$ cat src/rtl/ctrl_unit_pipelined_pkg.sv
// Shared opcode/ALU encodings, E-stage control bundle and halt FSM state type
// for the pipelined decode control unit.
package ctrl_pkg;

  localparam logic [5:0] OP_RTYPE = 6'd0;
  localparam logic [5:0] OP_BEQ   = 6'd4;
  localparam logic [5:0] OP_BNE   = 6'd5;
  localparam logic [5:0] OP_ADDI  = 6'd8;
  localparam logic [5:0] OP_SLTI  = 6'd10;
  localparam logic [5:0] OP_ANDI  = 6'd12;
  localparam logic [5:0] OP_ORI   = 6'd13;
  localparam logic [5:0] OP_XORI  = 6'd14;
  localparam logic [5:0] OP_LUI   = 6'd15;
  localparam logic [5:0] OP_LW    = 6'd35;
  localparam logic [5:0] OP_SW    = 6'd43;

  localparam logic [5:0] ALU_ADD  = 6'd0;
  localparam logic [5:0] ALU_AND  = 6'd6;
  localparam logic [5:0] ALU_OR   = 6'd7;
  localparam logic [5:0] ALU_XOR  = 6'd8;
  localparam logic [5:0] ALU_SLT  = 6'd9;
  localparam logic [5:0] ALU_LUI  = 6'd15;

  localparam logic [4:0] LUI_SHAMT = 5'd16;

  // All-zero value of this struct is the pipeline bubble.
  typedef struct packed {
    logic       reg_write;
    logic       mem_to_reg;
    logic       mem_write;
    logic       alu_src;
    logic       reg_dest;
    logic [5:0] alucon;
    logic [4:0] shamt;
    logic       valid;
  } ctrl_bundle_t;

  typedef enum logic [1:0] {RUN, DRAIN, HALTED} halt_state_t;

endpackage

$ cat src/rtl/ctrl_unit_pipelined_if.sv
// D-stage instruction inputs, E-stage control outputs and halt/status signals
// of the control unit, bundled for connection to the surrounding pipeline.
interface ctrl_unit_pipelined_if #(
  parameter int unsigned ALUCON_W = 6
);

  logic                instr_valid_d;
  logic [5:0]          op_code;
  logic [5:0]          funct;
  logic [4:0]          shamt_in;
  logic                stall_e;
  logic                flush_e;
  logic                branch_d;
  logic                branch_ne_d;
  logic                illegal_d;
  logic                reg_write_e;
  logic                mem_to_reg_e;
  logic                mem_write_e;
  logic                alu_src_e;
  logic                reg_dest_e;
  logic [ALUCON_W-1:0] alucon_e;
  logic [4:0]          shamt_e;
  logic                valid_e;
  logic                fetch_stop;
  logic                halted;
  logic [7:0]          illegal_cnt;

  modport master (
    output instr_valid_d, op_code, funct, shamt_in, stall_e, flush_e,
    input  branch_d, branch_ne_d, illegal_d,
    input  reg_write_e, mem_to_reg_e, mem_write_e, alu_src_e, reg_dest_e,
    input  alucon_e, shamt_e, valid_e, fetch_stop, halted, illegal_cnt
  );

  modport slave (
    input  instr_valid_d, op_code, funct, shamt_in, stall_e, flush_e,
    output branch_d, branch_ne_d, illegal_d,
    output reg_write_e, mem_to_reg_e, mem_write_e, alu_src_e, reg_dest_e,
    output alucon_e, shamt_e, valid_e, fetch_stop, halted, illegal_cnt
  );

endinterface

$ cat src/rtl/ctrl_unit_pipelined_decode.sv
// Pure combinational MIPS op/funct decode into the E-stage control bundle,
// plus D-stage branch, illegal-opcode and halt-request flags.
module ctrl_decode_comb
  import ctrl_pkg::*;
#(
  parameter logic [5:0] HALT_OP    = 6'h3F,
  parameter bit         ENABLE_BNE = 1'b1,
  parameter bit         ENABLE_LUI = 1'b1
) (
  input  logic         instr_valid,
  input  logic [5:0]   op_code,
  input  logic [5:0]   funct,
  input  logic [4:0]   shamt_in,
  output ctrl_bundle_t bundle,
  output logic         branch,
  output logic         branch_ne,
  output logic         illegal,
  output logic         halt_req
);

  always_comb begin
    bundle    = '0;
    branch    = 1'b0;
    branch_ne = 1'b0;
    illegal   = 1'b0;
    halt_req  = 1'b0;
    if (instr_valid) begin
      // HALT_OP is checked first so it is never classed as illegal.
      if (op_code == HALT_OP) begin
        halt_req = 1'b1;
      end else begin
        unique case (op_code)
          OP_RTYPE: begin
            if (funct != '0) begin
              bundle.alucon    = funct;
              bundle.reg_write = 1'b1;
              bundle.reg_dest  = 1'b1;
              bundle.shamt     = shamt_in;
              bundle.valid     = 1'b1;
            end
          end
          OP_BEQ: branch = 1'b1;
          OP_BNE: begin
            if (ENABLE_BNE) branch_ne = 1'b1;
            else            illegal   = 1'b1;
          end
          OP_ADDI, OP_SLTI, OP_ANDI, OP_ORI, OP_XORI: begin
            unique case (op_code)
              OP_SLTI: bundle.alucon = ALU_SLT;
              OP_ANDI: bundle.alucon = ALU_AND;
              OP_ORI:  bundle.alucon = ALU_OR;
              OP_XORI: bundle.alucon = ALU_XOR;
              default: bundle.alucon = ALU_ADD;
            endcase
            bundle.reg_write = 1'b1;
            bundle.alu_src   = 1'b1;
            bundle.valid     = 1'b1;
          end
          OP_LUI: begin
            if (ENABLE_LUI) begin
              bundle.alucon    = ALU_LUI;
              bundle.reg_write = 1'b1;
              bundle.alu_src   = 1'b1;
              bundle.shamt     = LUI_SHAMT;
              bundle.valid     = 1'b1;
            end else begin
              illegal = 1'b1;
            end
          end
          OP_LW: begin
            bundle.alucon     = ALU_ADD;
            bundle.reg_write  = 1'b1;
            bundle.mem_to_reg = 1'b1;
            bundle.alu_src    = 1'b1;
            bundle.valid      = 1'b1;
          end
          OP_SW: begin
            bundle.alucon    = ALU_ADD;
            bundle.mem_write = 1'b1;
            bundle.alu_src   = 1'b1;
            bundle.valid     = 1'b1;
          end
          default: illegal = 1'b1;
        endcase
      end
    end
  end

endmodule

$ cat src/rtl/ctrl_unit_pipelined.sv
// Decode-stage control unit: registered ID/EX control bundle with stall/flush,
// halt FSM that drains the pipeline, and saturating illegal-opcode counter.
module ctrl_unit_pipelined
  import ctrl_pkg::*;
#(
  parameter int unsigned ALUCON_W     = 6,
  parameter logic [5:0]  HALT_OP      = 6'h3F,
  parameter int unsigned DRAIN_CYCLES = 4,
  parameter bit          ENABLE_BNE   = 1'b1,
  parameter bit          ENABLE_LUI   = 1'b1
) (
  input logic                  clk,
  input logic                  rst_n,
  ctrl_unit_pipelined_if.slave bus
);

  ctrl_bundle_t dec_bundle;
  ctrl_bundle_t e_q;
  logic         dec_branch;
  logic         dec_branch_ne;
  logic         dec_illegal;
  logic         dec_halt;
  halt_state_t  state_q, state_d;
  logic [3:0]   drain_q, drain_d;
  logic [7:0]   illegal_cnt_q;
  logic         run;
  logic         accept;

  ctrl_decode_comb #(
    .HALT_OP   (HALT_OP),
    .ENABLE_BNE(ENABLE_BNE),
    .ENABLE_LUI(ENABLE_LUI)
  ) u_decode (
    .instr_valid(bus.instr_valid_d),
    .op_code    (bus.op_code),
    .funct      (bus.funct),
    .shamt_in   (bus.shamt_in),
    .bundle     (dec_bundle),
    .branch     (dec_branch),
    .branch_ne  (dec_branch_ne),
    .illegal    (dec_illegal),
    .halt_req   (dec_halt)
  );

  assign run    = (state_q == RUN);
  assign accept = bus.instr_valid_d & ~bus.stall_e & ~bus.flush_e & run;

  always_comb begin
    state_d = state_q;
    drain_d = drain_q;
    unique case (state_q)
      RUN: begin
        if (accept && dec_halt) begin
          state_d = DRAIN;
          drain_d = 4'(DRAIN_CYCLES);
        end
      end
      DRAIN: begin
        if (drain_q <= 4'd1) begin
          state_d = HALTED;
          drain_d = '0;
        end else begin
          drain_d = drain_q - 4'd1;
        end
      end
      default: ;
    endcase
  end

  always_ff @(posedge clk) begin
    if (!rst_n) begin
      state_q <= RUN;
      drain_q <= '0;
    end else begin
      state_q <= state_d;
      drain_q <= drain_d;
    end
  end

  // Flush beats stall; outside RUN the register only ever takes bubbles.
  always_ff @(posedge clk) begin
    if (!rst_n || bus.flush_e) begin
      e_q <= '0;
    end else if (!bus.stall_e) begin
      e_q <= run ? dec_bundle : '0;
    end
  end

  always_ff @(posedge clk) begin
    if (!rst_n) begin
      illegal_cnt_q <= '0;
    end else if (accept && dec_illegal && illegal_cnt_q != 8'hFF) begin
      illegal_cnt_q <= illegal_cnt_q + 8'd1;
    end
  end

  assign bus.branch_d     = run & dec_branch;
  assign bus.branch_ne_d  = run & dec_branch_ne;
  assign bus.illegal_d    = run & dec_illegal;
  assign bus.reg_write_e  = e_q.reg_write;
  assign bus.mem_to_reg_e = e_q.mem_to_reg;
  assign bus.mem_write_e  = e_q.mem_write;
  assign bus.alu_src_e    = e_q.alu_src;
  assign bus.reg_dest_e   = e_q.reg_dest;
  assign bus.alucon_e     = ALUCON_W'(e_q.alucon);
  assign bus.shamt_e      = e_q.shamt;
  assign bus.valid_e      = e_q.valid;
  assign bus.fetch_stop   = (state_q != RUN);
  assign bus.halted       = (state_q == HALTED);
  assign bus.illegal_cnt  = illegal_cnt_q;

endmodule

$ cat src/flat_wrapper.sv
// flat-port wrapper written by rule: the top's interface ports become plain ports
module ctrl_unit_pipelined_flat import ctrl_pkg::*;
#(
  parameter int unsigned ALUCON_W     = 6,
  parameter logic [5:0]  HALT_OP      = 6'h3F,
  parameter int unsigned DRAIN_CYCLES = 4,
  parameter bit          ENABLE_BNE   = 1'b1,
  parameter bit          ENABLE_LUI   = 1'b1
)
  (clk, rst_n, bus_instr_valid_d, bus_op_code, bus_funct, bus_shamt_in, bus_stall_e, bus_flush_e, bus_branch_d, bus_branch_ne_d, bus_illegal_d, bus_reg_write_e, bus_mem_to_reg_e, bus_mem_write_e, bus_alu_src_e, bus_reg_dest_e, bus_alucon_e, bus_shamt_e, bus_valid_e, bus_fetch_stop, bus_halted, bus_illegal_cnt);
  ctrl_unit_pipelined_if #(.ALUCON_W(ALUCON_W)) bus_i ();
  input logic clk;
  input logic rst_n;
  input wire logic [$bits(bus_i.instr_valid_d)-1:0] bus_instr_valid_d;
  input wire logic [$bits(bus_i.op_code)-1:0] bus_op_code;
  input wire logic [$bits(bus_i.funct)-1:0] bus_funct;
  input wire logic [$bits(bus_i.shamt_in)-1:0] bus_shamt_in;
  input wire logic [$bits(bus_i.stall_e)-1:0] bus_stall_e;
  input wire logic [$bits(bus_i.flush_e)-1:0] bus_flush_e;
  output wire logic [$bits(bus_i.branch_d)-1:0] bus_branch_d;
  output wire logic [$bits(bus_i.branch_ne_d)-1:0] bus_branch_ne_d;
  output wire logic [$bits(bus_i.illegal_d)-1:0] bus_illegal_d;
  output wire logic [$bits(bus_i.reg_write_e)-1:0] bus_reg_write_e;
  output wire logic [$bits(bus_i.mem_to_reg_e)-1:0] bus_mem_to_reg_e;
  output wire logic [$bits(bus_i.mem_write_e)-1:0] bus_mem_write_e;
  output wire logic [$bits(bus_i.alu_src_e)-1:0] bus_alu_src_e;
  output wire logic [$bits(bus_i.reg_dest_e)-1:0] bus_reg_dest_e;
  output wire logic [$bits(bus_i.alucon_e)-1:0] bus_alucon_e;
  output wire logic [$bits(bus_i.shamt_e)-1:0] bus_shamt_e;
  output wire logic [$bits(bus_i.valid_e)-1:0] bus_valid_e;
  output wire logic [$bits(bus_i.fetch_stop)-1:0] bus_fetch_stop;
  output wire logic [$bits(bus_i.halted)-1:0] bus_halted;
  output wire logic [$bits(bus_i.illegal_cnt)-1:0] bus_illegal_cnt;
  assign bus_i.instr_valid_d = bus_instr_valid_d;
  assign bus_i.op_code = bus_op_code;
  assign bus_i.funct = bus_funct;
  assign bus_i.shamt_in = bus_shamt_in;
  assign bus_i.stall_e = bus_stall_e;
  assign bus_i.flush_e = bus_flush_e;
  assign bus_branch_d = bus_i.branch_d;
  assign bus_branch_ne_d = bus_i.branch_ne_d;
  assign bus_illegal_d = bus_i.illegal_d;
  assign bus_reg_write_e = bus_i.reg_write_e;
  assign bus_mem_to_reg_e = bus_i.mem_to_reg_e;
  assign bus_mem_write_e = bus_i.mem_write_e;
  assign bus_alu_src_e = bus_i.alu_src_e;
  assign bus_reg_dest_e = bus_i.reg_dest_e;
  assign bus_alucon_e = bus_i.alucon_e;
  assign bus_shamt_e = bus_i.shamt_e;
  assign bus_valid_e = bus_i.valid_e;
  assign bus_fetch_stop = bus_i.fetch_stop;
  assign bus_halted = bus_i.halted;
  assign bus_illegal_cnt = bus_i.illegal_cnt;
  ctrl_unit_pipelined #(.ALUCON_W(ALUCON_W), .HALT_OP(HALT_OP), .DRAIN_CYCLES(DRAIN_CYCLES), .ENABLE_BNE(ENABLE_BNE), .ENABLE_LUI(ENABLE_LUI)) u_core (.clk(clk), .rst_n(rst_n), .bus(bus_i));
endmodule
$ cat config.mk
export PLATFORM = sky130hd
export DESIGN_NAME = ctrl_unit_pipelined_flat
export DESIGN_NICKNAME = d
export VERILOG_FILES = /design/src/rtl/ctrl_unit_pipelined_pkg.sv /design/src/rtl/ctrl_unit_pipelined_if.sv /design/src/rtl/ctrl_unit_pipelined_decode.sv /design/src/rtl/ctrl_unit_pipelined.sv /design/src/flat_wrapper.sv
export SDC_FILE = /design/constraint.sdc
export NUM_CORES = 1
export LEC_CHECK = 0
export CORE_MARGIN = 3
export CORE_UTILIZATION = 40
export CTS_CLUSTER_DIAMETER = 200
export DETAILED_ROUTE_END_ITERATION = 12
export PLACE_DENSITY = 0.75
export RECOVER_POWER = 100
export SYNTH_ARGS = -nofsm -noshare
export SYNTH_HDL_FRONTEND = slang
export SYNTH_SLANG_ARGS = --single-unit
$ cat constraint.sdc
create_clock -name clk -period 1.91 [get_ports clk]
set_input_delay 0.382 -clock clk [delete_from_list [all_inputs] [get_ports clk]]
set_output_delay 0.382 -clock clk [all_outputs]
set_load 0.05 [all_outputs]
==> results of run 1 <==
layout by cell type, fill, tap and decap left out, drive strengths merged, types with 2 or more instances in the layout:
master,count
a21oi,14
a22oi,6
a31oi,4
a32oi,3
buf,43
clkbuf,16
clkdlybuf4s50,27
clkinv,3
dfxtp,31
dlygate4sd2,6
dlymetal6s2s,3
ha,3
inv,9
nand2,16
nand3,9
nand4,2
nor2,29
nor2b,4
nor3,3
nor3b,2
nor4,3
nor4b,3
o2111ai,2
o211ai,2
o21ai,5
o31a,2
o31ai,4
or3,2
or4,6
xnor2,2
per-layer routing:
| metal | vias up | wire length [µm] | global-route usage |
|---|---|---|---|
| met3 | 2 | 250 | 0.0499 |
| met1 | 786 | 2100 | 0.301 |
| li1 | 853 | - | - |
| met5 | - | 0 | 0 |
| met4 | 0 | 12 | 0.0582 |
| met2 | 52 | 1990 | 0.306 |
sequential cells by signal, summed over array words and instances (netlist names):
register                 flops
u_core.bus.reg_write_e       1
u_core.bus.alucon_e          6
u_core.bus.mem_write_e       1
u_core.bus.alu_src_e         1
u_core.state_q               2
u_core.bus.valid_e           1
u_core.bus.mem_to_reg_e      1
u_core.bus.reg_dest_e        1
u_core.bus.shamt_e           5
u_core.bus.illegal_cnt       8
u_core.drain_q               4
area by class of cell:
type / instances / area, µm² / share of cell area
multi-input combinational: 136 / 922 / 0.364
timing repair buffer: 91 / 806 / 0.318
sequential: 31 / 628 / 0.248
clock buffer: 5 / 68.8 / 0.0272
tap: 46 / 57.6 / 0.0227
inverter: 9 / 33.8 / 0.0133
clock inverter: 3 / 15.0 / 0.00593
worst max path at each step:
stage	cells after the start	endpoint	from
floorplan	3	bus_branch_ne_d	bus_op_code[4]
global placement	5	u_core.drain_q[3]$_SDFFE_PN0P_	bus_stall_e
detailed placement	5	u_core.drain_q[3]$_SDFFE_PN0P_	bus_stall_e
CTS	6	bus_branch_ne_d	u_core.state_q[0]$_SDFFE_PN0P_
global route	6	u_core.bus.illegal_cnt[5]$_SDFFE_PN0P_	u_core.state_q[1]$_SDFFE_PN0P_
finish	5	u_core.drain_q[3]$_SDFFE_PN0P_	u_core.state_q[0]$_SDFFE_PN0P_
per-stage QoR:
step	power, µW	cell area, µm²	utilization	TNS, ns	hold slack [ns]
6_report	1360	2530	0.724	-0.453	0.381
3_3_place_gp	864	2380	0.680	-8.84	0.456
4_1_cts	1360	2550	0.731	-0.410	0.469
5_1_grt	1410	2530	0.724	-1.19	0.379
3_5_place_dp	865	2380	0.680	-9.53	0.461
2_1_floorplan	747	1580	-	-0.460	0.482
repair_timing:
action                     4_1_cts  5_1_grt
pin swaps                       12       11
setup buffers                    8        1
hold endpoints to repair         0        0
setup endpoints to repair       19       17
resized for setup               20       15
cells by family (layout without fill, tap and decap cells):
family                     count (synthesis)  count (layout)  synth area share
AOI/OAI and AO/OA                         46              46             0.208
buffers and inverters                     17             108            0.0527
xor gates and xnor gates                   3               3            0.0173
DFF                                       31              31             0.408
adders and majority gates                  3               3            0.0247
and+or+nand+nor                           84              84             0.289
power groups by stage:
stage	clock (µW)	sequential, µW	combinational [µW]
2_1_floorplan	0	674	73.3
3_3_place_gp	0	666	198
6_report	500	650	206
3_5_place_dp	0	666	199
5_1_grt	543	650	222
4_1_cts	504	651	207
worst register-to-register path: cells and delay by family, from the launching register on:
kind            cells  cell delay (ns)
simple gates        3             1.22
flops               1             0.36
buf+inv             1             0.13
compound gates      1             0.21
==> flow_metrics.py, run 1 <==
metrics = {
    "critical_path": {
        "critPathRequiredTime_ns": 2.09,
        "path_delay_family": "simple AND/OR/NAND/NOR gates",
        "ff2ff_setup_slack_ns": -0.1,
        "path_max_fanout": 3,
        "cp-end-kind": "flip-flop",
        "cp_slowest_cell": "or4b_4",
        "crit_type": "reg2reg",
        "path_cells": "buf_4 > or4b_4 > or4_4 > nor2b_4 > o221a_1",
        "r2r_end": "u_core.drain_q[3]$_SDFFE_PN0P_",
        "crit_arrival_ns": 2.18,
        "r2r_cells": 5,
        "cp_num_buf_inv": 1,
        "cpPeakStageDelay_ns": 0.53,
        "worstReg2RegStart": "u_core.state_q[0]$_SDFFE_PN0P_",
        "cp-start-kind": "flip-flop",
    },
    "power_and_ir_drop": {
        "switchingPower_uw": 354,
        "power.share.clock": 0.369,
        "p_sw_frac": 0.261,
        "seq_power_share": 0.479,
        "p_int_uw": 1000,
        "powerDensity_nw_per_um2": 536,
        "worst_ir_drop_vdd_v": 0.000475,
        "p_leak_uw": 0.00101,
        "combPwrFrac": 0.152,
    },
    "cts": {
        "cts_sinks": 31,
        "htree_levels": 2,
        "cts.path.max_buffers": 2,
        "clk_pin_slew_ns": 0.07,
        "cts_buffers": 5,
        "cts_root_buf": "clkbuf_8",
        "cts_hold_buf": 0,
        "cts_tree": "done",
        "clk_latency_ns": 0.28,
    },
    "synth": {
        "synth_edf_count": 0,
        "syn_inst": 184,
        "netlist_area_um2": 1520,
        "yosysWarnings": 0,
        "yosys-top-cells-area": "dfxtp_1, nor2_1, a21oi_1, nand2_1, nand3_1",
        "yosys.area.top_type_share": 0.408,
        "ys_async_sr_fraction": 0,
        "avgSynthCellArea_um2": 8.26,
        "yosysSeqAreaShare": 0.408,
        "synth_top_area_cell": "dfxtp_1",
        "synth_cell_types": 40,
        "synth.most_common_cell": "dfxtp_1",
        "synth_top_flop_cell": "dfxtp_1",
        "synth_fp_nets": 209,
        "synth_commonest_cells": "dfxtp_1, nor2_1, nand2_1",
        "ys_seq_elements": 31,
    },
    "outcome": {
        "outcome": "finished with violations",
        "violations": "negative setup slack",
    },
    "die": {
        "core_um2": 3490,
        "dieHeight_um": 67.7,
        "dieArea_um2": 4580,
        "rows": 21,
        "initial_core_util": 0.435,
        "io_pins": 52,
        "die_w_um": 67.7,
    },
    "layout": {
        "finalNonFillerCells": 321,
        "drive_gt1_frac": 0.280,
        "nFillCells": 282,
        "nets": 299,
        "syn_to_final_growth_pct": 66.5,
        "insertedDiodeCount": 0,
    },
    "grt": {
        "grt_pass1_vias": 1526,
        "grt_pass1_wl_um": 7250,
        "grt_max_degree": 18,
        "grt_use_total": 0.209,
        "overflow": 0,
        "grt_antenna_before_repair": 0,
    },
    "hold_path": {
        "hold_depth": 3,
        "whs_endpoint": "u_core.bus.alucon_e[2]$_SDFFE_PP0N_",
        "hold_start": "bus_funct[2]",
        "hold_class": "in2reg",
    },
    "job": {
        "cap_violations": 0,
    },
    "sta": {
        "min_period_ns": 2.01,
        "rsz0062_at_grt": "true",
        "tightest_slew_ns": 0.612,
        "maxSlewHeadroom": 0.594,
        "setup_viol": 7,
        "post-route-period-util": 1.05,
        "slew_viol_final": 0,
        "hold_viol": 0,
        "finClkSkew_ns": 0.00496,
        "final.setup.worst_slack_ns": -0.0956,
        "fmax_mhz": 499,
    },
    "routing": {
        "vias": 1693,
        "ant_nets": 0,
        "routedWlPerCell_um": 13.6,
        "drtPass1Iterations": 4,
        "drc_errors": 0,
        "initialDrtViolationCount": 100,
        "routed_wl_um": 4350,
        "avgViaCountPerCell": 5.27,
    },
    "placement": {
        "post-place-ws_ns": -0.519,
        "io_buffers": 51,
        "dp_cells": 305,
        "gp_congestion": 0.869,
        "dp_hpwl_um": 3190,
    },
}
Note: power is estimated with default switching activity, not from simulation.
==> inputs of run 2 (changes only) <==
Settings changed: CORE_UTILIZATION 40 to 43, PLACE_DENSITY 0.75 to 0.76, SETUP_SLACK_MARGIN set to 0.4, SYNTH_HIERARCHICAL set to 1.
==> run 2 against run 1 <==
- the flow still finishes with violations (negative setup slack)
- global-route usage is 1.1 points higher
- synthesized cell count is 20% higher
- sequential share of layout area is 4.2 points lower
- sequential power hardly changed
- clock power is 2% higher
- die area is 8.4% higher
- clock skew hardly changed
- flip-flop and latch count stayed put
- critical path type is now in2reg
- critical endpoint is now u_core/bus.illegal_cnt[7]$_SDFFE_PN0P_
- largest cell class unchanged
- largest power group unchanged
- highest routed layer unchanged
==> flow_metrics.py, run 2 <==
metrics = {
    "placement": {
        "dp_hpwl_um": 3550,
        "dp_cells": 333,
        "placed_area_um2": 2540,
        "gp_congestion": 0.847,
        "io_buffers": 51,
        "post-place-ws_ns": -0.654,
    },
    "critical_path": {
        "crit_start": "bus_op_code[1]",
        "path_max_fanout": 4,
        "critPathRequiredTime_ns": 2.14,
        "cp-start-kind": "input pin",
        "cp-end-kind": "flip-flop",
        "r2r_end": "u_core/bus.illegal_cnt[7]$_SDFFE_PN0P_",
        "r2r_cells": 5,
        "worstReg2RegStart": "u_core/state_q[0]$_SDFFE_PN0P_",
        "cp_common_cell": "buf_6",
        "cp_slowest_cell": "or3_4",
        "path_cells": "buf_6 > nor3b_2 > a21o_1 > nand3_1 > o211a_1 > buf_4 > nand3b_1 > or3_4 > buf_6 > nor3_4 > o221a_2",
        "cpPeakStageDelay_ns": 0.37,
        "crit_type": "in2reg",
        "path_delay_family": "simple AND/OR/NAND/NOR gates",
        "ff2ff_setup_slack_ns": 0.19,
        "cp_num_buf_inv": 3,
        "crit_arrival_ns": 2.20,
    },
    "die": {
        "dieHeight_um": 70.4,
        "dieArea_um2": 4960,
        "die_w_um": 70.4,
        "rows": 22,
        "core_um2": 3830,
        "initial_core_util": 0.467,
        "io_pins": 52,
    },
    "routing": {
        "routedWlPerCell_um": 17.9,
        "vias": 2091,
        "initialDrtViolationCount": 150,
        "routed_wl_um": 6440,
        "avgViaCountPerCell": 5.82,
        "drc_errors": 0,
        "drtPass1Iterations": 4,
        "ant_nets": 0,
    },
    "hold_path": {
        "whs_endpoint": "u_core/bus.illegal_cnt[0]$_SDFFE_PN0P_",
        "hold_class": "reg2reg",
        "hold_depth": 2,
        "hold_start": "u_core/bus.illegal_cnt[0]$_SDFFE_PN0P_",
    },
    "synth": {
        "syn_inst": 220,
        "ys_async_sr_fraction": 0,
        "synth_top_area_cell": "dfxtp_1",
        "synth-compound-area-share": 0.223,
        "synth_edf_count": 0,
        "synth_mux_area_frac": 0.0112,
        "avgSynthCellArea_um2": 8.12,
        "synth.most_common_cell": "nor2_1",
        "synth_top_flop_cell": "dfxtp_1",
        "yosysSeqAreaShare": 0.348,
        "netlist_area_um2": 1790,
        "synth_xor_area_frac": 0.00491,
        "yosys.area.top_type_share": 0.348,
        "synthSimpleGateAreaFrac": 0.323,
        "synth_commonest_cells": "nor2_1, dfxtp_1, a22oi_1",
        "synth_cell_types": 51,
        "ys_seq_elements": 31,
        "yosys-top-cells-area": "dfxtp_1, a22oi_1, nor2_1, a21oi_1, and2_1",
        "synth_top_family_by_area": "simple AND/OR/NAND/NOR gates",
        "synth_fp_nets": 245,
        "synth_fa_ha_area_frac": 0.0210,
        "yosysWarnings": 6,
    },
    "cts": {
        "cts_buffers": 5,
        "cts_hold_buf": 0,
        "htree_levels": 2,
        "cts_sinks": 31,
        "clk_latency_ns": 0.29,
        "clk_pin_slew_ns": 0.07,
        "cts_tree": "done",
        "cts.path.max_buffers": 2,
        "cts_root_buf": "clkbuf_8",
    },
    "layout": {
        "nets": 335,
        "finalNonFillerCells": 359,
        "final_cell_mix": "buf_4, nor2_1, dfxtp_1",
        "syn_to_final_growth_pct": 70.1,
        "drive_gt1_frac": 0.437,
        "layout_commonest_cell": "buf_4",
        "fin_area_um2": 3040,
        "insertedDiodeCount": 0,
        "largest_register_ffs": 8,
    },
    "power_and_ir_drop": {
        "p_leak_uw": 0.00116,
        "powerDensity_nw_per_um2": 477,
        "worst_ir_drop_vdd_v": 0.000428,
    },
    "sta": {
        "hold_slack_ns": 0.505,
        "rsz0062_at_grt": "true",
        "maxSlewHeadroom": 0.584,
        "setup-tns-final_ns": -0.207,
        "slew_viol_final": 0,
        "tightest_slew_ns": 0.627,
        "final.setup.worst_slack_ns": -0.0579,
        "hold_viol": 0,
        "fmax_mhz": 508,
        "min_period_ns": 1.97,
        "post-route-period-util": 1.03,
        "setup_viol": 6,
        "finClkSkew_ns": 0.00493,
    },
    "grt": {
        "overflow": 0,
        "grt_pass1_wl_um": 8760,
        "grt_use_total": 0.220,
        "grt_max_degree": 19,
        "grt_antenna_before_repair": 0,
        "grt_pass1_vias": 1881,
    },
    "outcome": {
        "outcome": "finished with violations",
        "violations": "negative setup slack",
    },
    "job": {
        "cap_violations": 0,
    },
}
-- run 2: changes by cell type after synthesis, moves of 4 or more --
cell,delta
nand2b_1,+5
nor2_1,+4
a22oi_1,+11
inv_1,-4
clkbuf_1,+4
and2_1,+8
or4_1,-6
a211oi_1,+4
-- run 2: worst max-delay path by stage --
stage | slack (ns) | depth (start not counted) | to
CTS | -0.07 | 10 | u_core/bus.illegal_cnt[5]$_SDFFE_PN0P_
floorplan | -0.19 | 9 | u_core/bus.illegal_cnt[5]$_SDFFE_PN0P_
global placement | -0.64 | 9 | u_core/bus.illegal_cnt[5]$_SDFFE_PN0P_
finish | -0.06 | 11 | u_core/bus.illegal_cnt[7]$_SDFFE_PN0P_
global route | -0.18 | 11 | u_core/bus.illegal_cnt[7]$_SDFFE_PN0P_
detailed placement | -0.65 | 9 | u_core/bus.illegal_cnt[5]$_SDFFE_PN0P_
-- run 2: layout make-up --
type,instances,area (µm²)
Tap cell,48,60.1
Clock inverter,1,5.00
Sequential cell,31,626
Clock buffer,7,76.3
Fill cell,235,790
Timing Repair Buffer,100,927
Multi-Input combinational cell,166,1320
Inverter,6,22.5
-- run 2: worst min-delay path: stages (launching register included) --
cell     delay, ns
dfxtp_2       0.34
nand2_1       0.06
mux2i_1       0.06
-- run 2: metrics by stage --
step / total power (µW) / utilization
after floorplan: 770 / -
after global placement: 868 / 0.664
after detailed placement: 870 / 0.664
after CTS: 1390 / 0.741
after global routing: 1490 / 0.794
final: 1450 / 0.794
-- run 2: per-layer routing --
layer | track usage | routed length, µm | share of wire
met1 | 0.270 | 2730 | 0.42
met2 | 0.349 | 3020 | 0.47
met3 | 0.0849 | 520 | 0.081
met4 | 0.0766 | 176 | 0.027
met5 | 0 | 0 | 0
-- run 2: report_power, final --
| part | switching, µW | internal, µW |
|---|---|---|
| logic | 142 | 146 |
| registers | 1.68 | 648 |
| clock network | 256 | 256 |
-- run 2: logic make-up after synthesis --
family | count (synthesis)
XOR/XNOR | 1
AND/OR/NAND/NOR | 105
buffers and inverters | 23
multiplexers | 2
adder cells (fa/ha/maj) | 3
AO/OA/AOI/OAI | 55
flip-flops | 31
-- run 2: what timing repair did --
item | in CTS | in global routing
endpoints found under the hold margin | 0 | 0
setup endpoints to repair | 47 | 35
gates resized for setup | 99 | 49
pin swaps | 10 | 11
gates cloned | 0 | 1
buffers inserted | 7 | 10
==> inputs of run 3 (changes only) <==
Settings changed: CORE_UTILIZATION 43 to 40, MAX_ROUTING_LAYER set to met4, PLACE_DENSITY 0.76 to 0.72, SYNTH_HIERARCHICAL 1 to not set.
==> run 3 against run 2 <==
- the run still ends with negative setup slack left
- power increased by 8.4%
- first-iteration DRC count increased by 3.3%
- clock-buffer cell count decreased by 1
- utilization decreased by 0.20 points
- global-route usage increased by 3.1 points
- die area decreased by 7.8%
- combinational power decreased by 16%
- via count decreased by 13%
- fmax decreased by 2.7%
- non-clock buffer count unchanged
- cell count decreased by 8.1%
- clock power increased by 33%
- critical endpoint is now bus_branch_ne_d
==> flow_metrics.py, run 3 (synthesis results as in run 1) <==
metrics = {
    "outcome": {
        "outcome": "finished with violations",
        "violations": "negative setup slack",
    },
    "layout": {
        "largest_register_ffs": 8,
        "finalNonFillerCells": 330,
        "syn_to_final_growth_pct": 82.0,
        "nets": 308,
        "layout_commonest_cell": "buf_4",
        "insertedDiodeCount": 0,
        "drive_gt1_frac": 0.444,
        "final_cell_mix": "buf_4, nor2_1, clkbuf_1, dfxtp_1, buf_6",
    },
    "critical_path": {
        "cp_common_cell": "buf_6",
        "crit_arrival_ns": 1.64,
        "cp_slowest_cell": "dfxtp_4",
        "crit_type": "reg2out",
        "cpPeakStageDelay_ns": 0.36,
        "path_max_fanout": 3,
        "cp-end-kind": "primary output",
        "cp-start-kind": "flip-flop",
        "path_cells": "buf_6 > nor2_4 > nand4_1 > buf_6 > nor4b_4 > buf_12",
        "critPathRequiredTime_ns": 1.53,
    },
    "sta": {
        "finClkSkew_ns": 0.00690,
        "hold_slack_ns": 0.488,
        "fmax_mhz": 494,
        "slew_viol_final": 0,
        "hold_viol": 0,
        "final.setup.worst_slack_ns": -0.113,
        "tightest_slew_ns": 0.648,
        "rsz0062_at_grt": "true",
        "min_period_ns": 2.02,
        "post-route-period-util": 1.06,
        "maxSlewHeadroom": 0.570,
        "setup_viol": 11,
    },
    "grt": {
        "grt_antenna_before_repair": 0,
        "grt_pass1_vias": 1796,
        "grt_max_degree": 18,
        "overflow": 0,
        "grt_pass1_wl_um": 8290,
        "grt_use_total": 0.251,
    },
    "placement": {
        "io_buffers": 51,
        "post-place-ws_ns": -0.534,
        "dp_hpwl_um": 3590,
        "gp_congestion": 0.796,
        "dp_cells": 307,
    },
    "die": {
        "dieArea_um2": 4580,
        "rows": 21,
        "io_pins": 52,
        "die_w_um": 67.7,
        "dieHeight_um": 67.7,
        "initial_core_util": 0.435,
        "core_um2": 3490,
    },
    "hold_path": {
        "hold_class": "reg2reg",
    },
    "cts": {
        "clk_latency_ns": 0.29,
        "clk_pin_slew_ns": 0.06,
        "cts_hold_buf": 0,
        "cts_tree": "done",
        "cts_buffers": 5,
        "htree_levels": 2,
        "cts_root_buf": "clkbuf_8",
        "cts_sinks": 31,
        "cts.path.max_buffers": 2,
    },
    "routing": {
        "routedWlPerCell_um": 17.3,
        "ant_nets": 0,
        "vias": 1812,
        "routed_wl_um": 5700,
        "drtPass1Iterations": 5,
        "initialDrtViolationCount": 155,
        "drc_errors": 0,
        "avgViaCountPerCell": 5.49,
    },
    "power_and_ir_drop": {
        "p_leak_uw": 0.00103,
        "powerDensity_nw_per_um2": 568,
        "worst_ir_drop_vdd_v": 0.000557,
    },
    "job": {
        "cap_violations": 0,
    },
}
run 3: power by group:
group / switching (µW) / internal (µW) / total, µW / leakage [µW]
Combinational: 128 / 114 / 242 / 0.000719
Clock: 260 / 422 / 682 / 0.0000612
Sequential: 2.35 / 646 / 648 / 0.000253
Total: 390 / 1180 / 1570 / 0.00103
run 3: final cells by class:
| class | instances | area [µm²] |
|---|---|---|
| Sequential cell | 31 | 633 |
| Tap cell | 46 | 57.6 |
| Fill cell | 225 | 728 |
| Timing Repair Buffer | 100 | 803 |
| Inverter | 9 | 36.3 |
| Clock buffer | 6 | 82.6 |
| Clock inverter | 2 | 35.0 |
| Multi-Input combinational cell | 136 | 1120 |
run 3: per-stage QoR:
step | util | total power, µW | instance area, µm² | TNS, ns
after floorplan | - | 757 | 1650 | -0.310
after global placement | 0.690 | 869 | 2410 | -7.96
after detailed placement | 0.690 | 874 | 2410 | -8.86
after CTS | 0.789 | 1550 | 2760 | -0.179
after global routing | 0.792 | 1620 | 2770 | -1.49
final | 0.792 | 1570 | 2770 | -0.580
run 3: final timing paths:
path | startpoint | to | slack, ns | depth (start not counted)
worst max-delay path | u_core.state_q[1]$_SDFFE_PN0P_ | bus_branch_ne_d | -0.11 | 6
worst min-delay path | u_core.bus.illegal_cnt[1]$_SDFFE_PN0P_ | u_core.bus.illegal_cnt[1]$_SDFFE_PN0P_ | 0.49 | 2
worst max register to register | u_core.state_q[0]$_SDFFE_PN0P_ | u_core.bus.illegal_cnt[5]$_SDFFE_PN0P_ | -0.09 | 6
worst min register to register | u_core.bus.illegal_cnt[1]$_SDFFE_PN0P_ | u_core.bus.illegal_cnt[1]$_SDFFE_PN0P_ | 0.49 | 2
run 3: routing by layer:
metal	track usage	routed length, µm
met4	0.119	109
met2	0.448	3110
met5	-	0
met3	0.0616	264
met1	0.256	2210
run 3: repair_timing:
item | 4_1_cts | 5_1_grt
pin swaps | 17 | 31
endpoints found under the hold margin | 0 | 0
setup endpoints to repair | 54 | 37
resized for setup | 121 | 36
setup buffers | 10 | 5
run 3: critical path, delay by kind of cell (launching register included):
family / cells / cell delay (ns)
simple gates: 3 / 0.54
flops: 1 / 0.36
buf+inv: 3 / 0.45
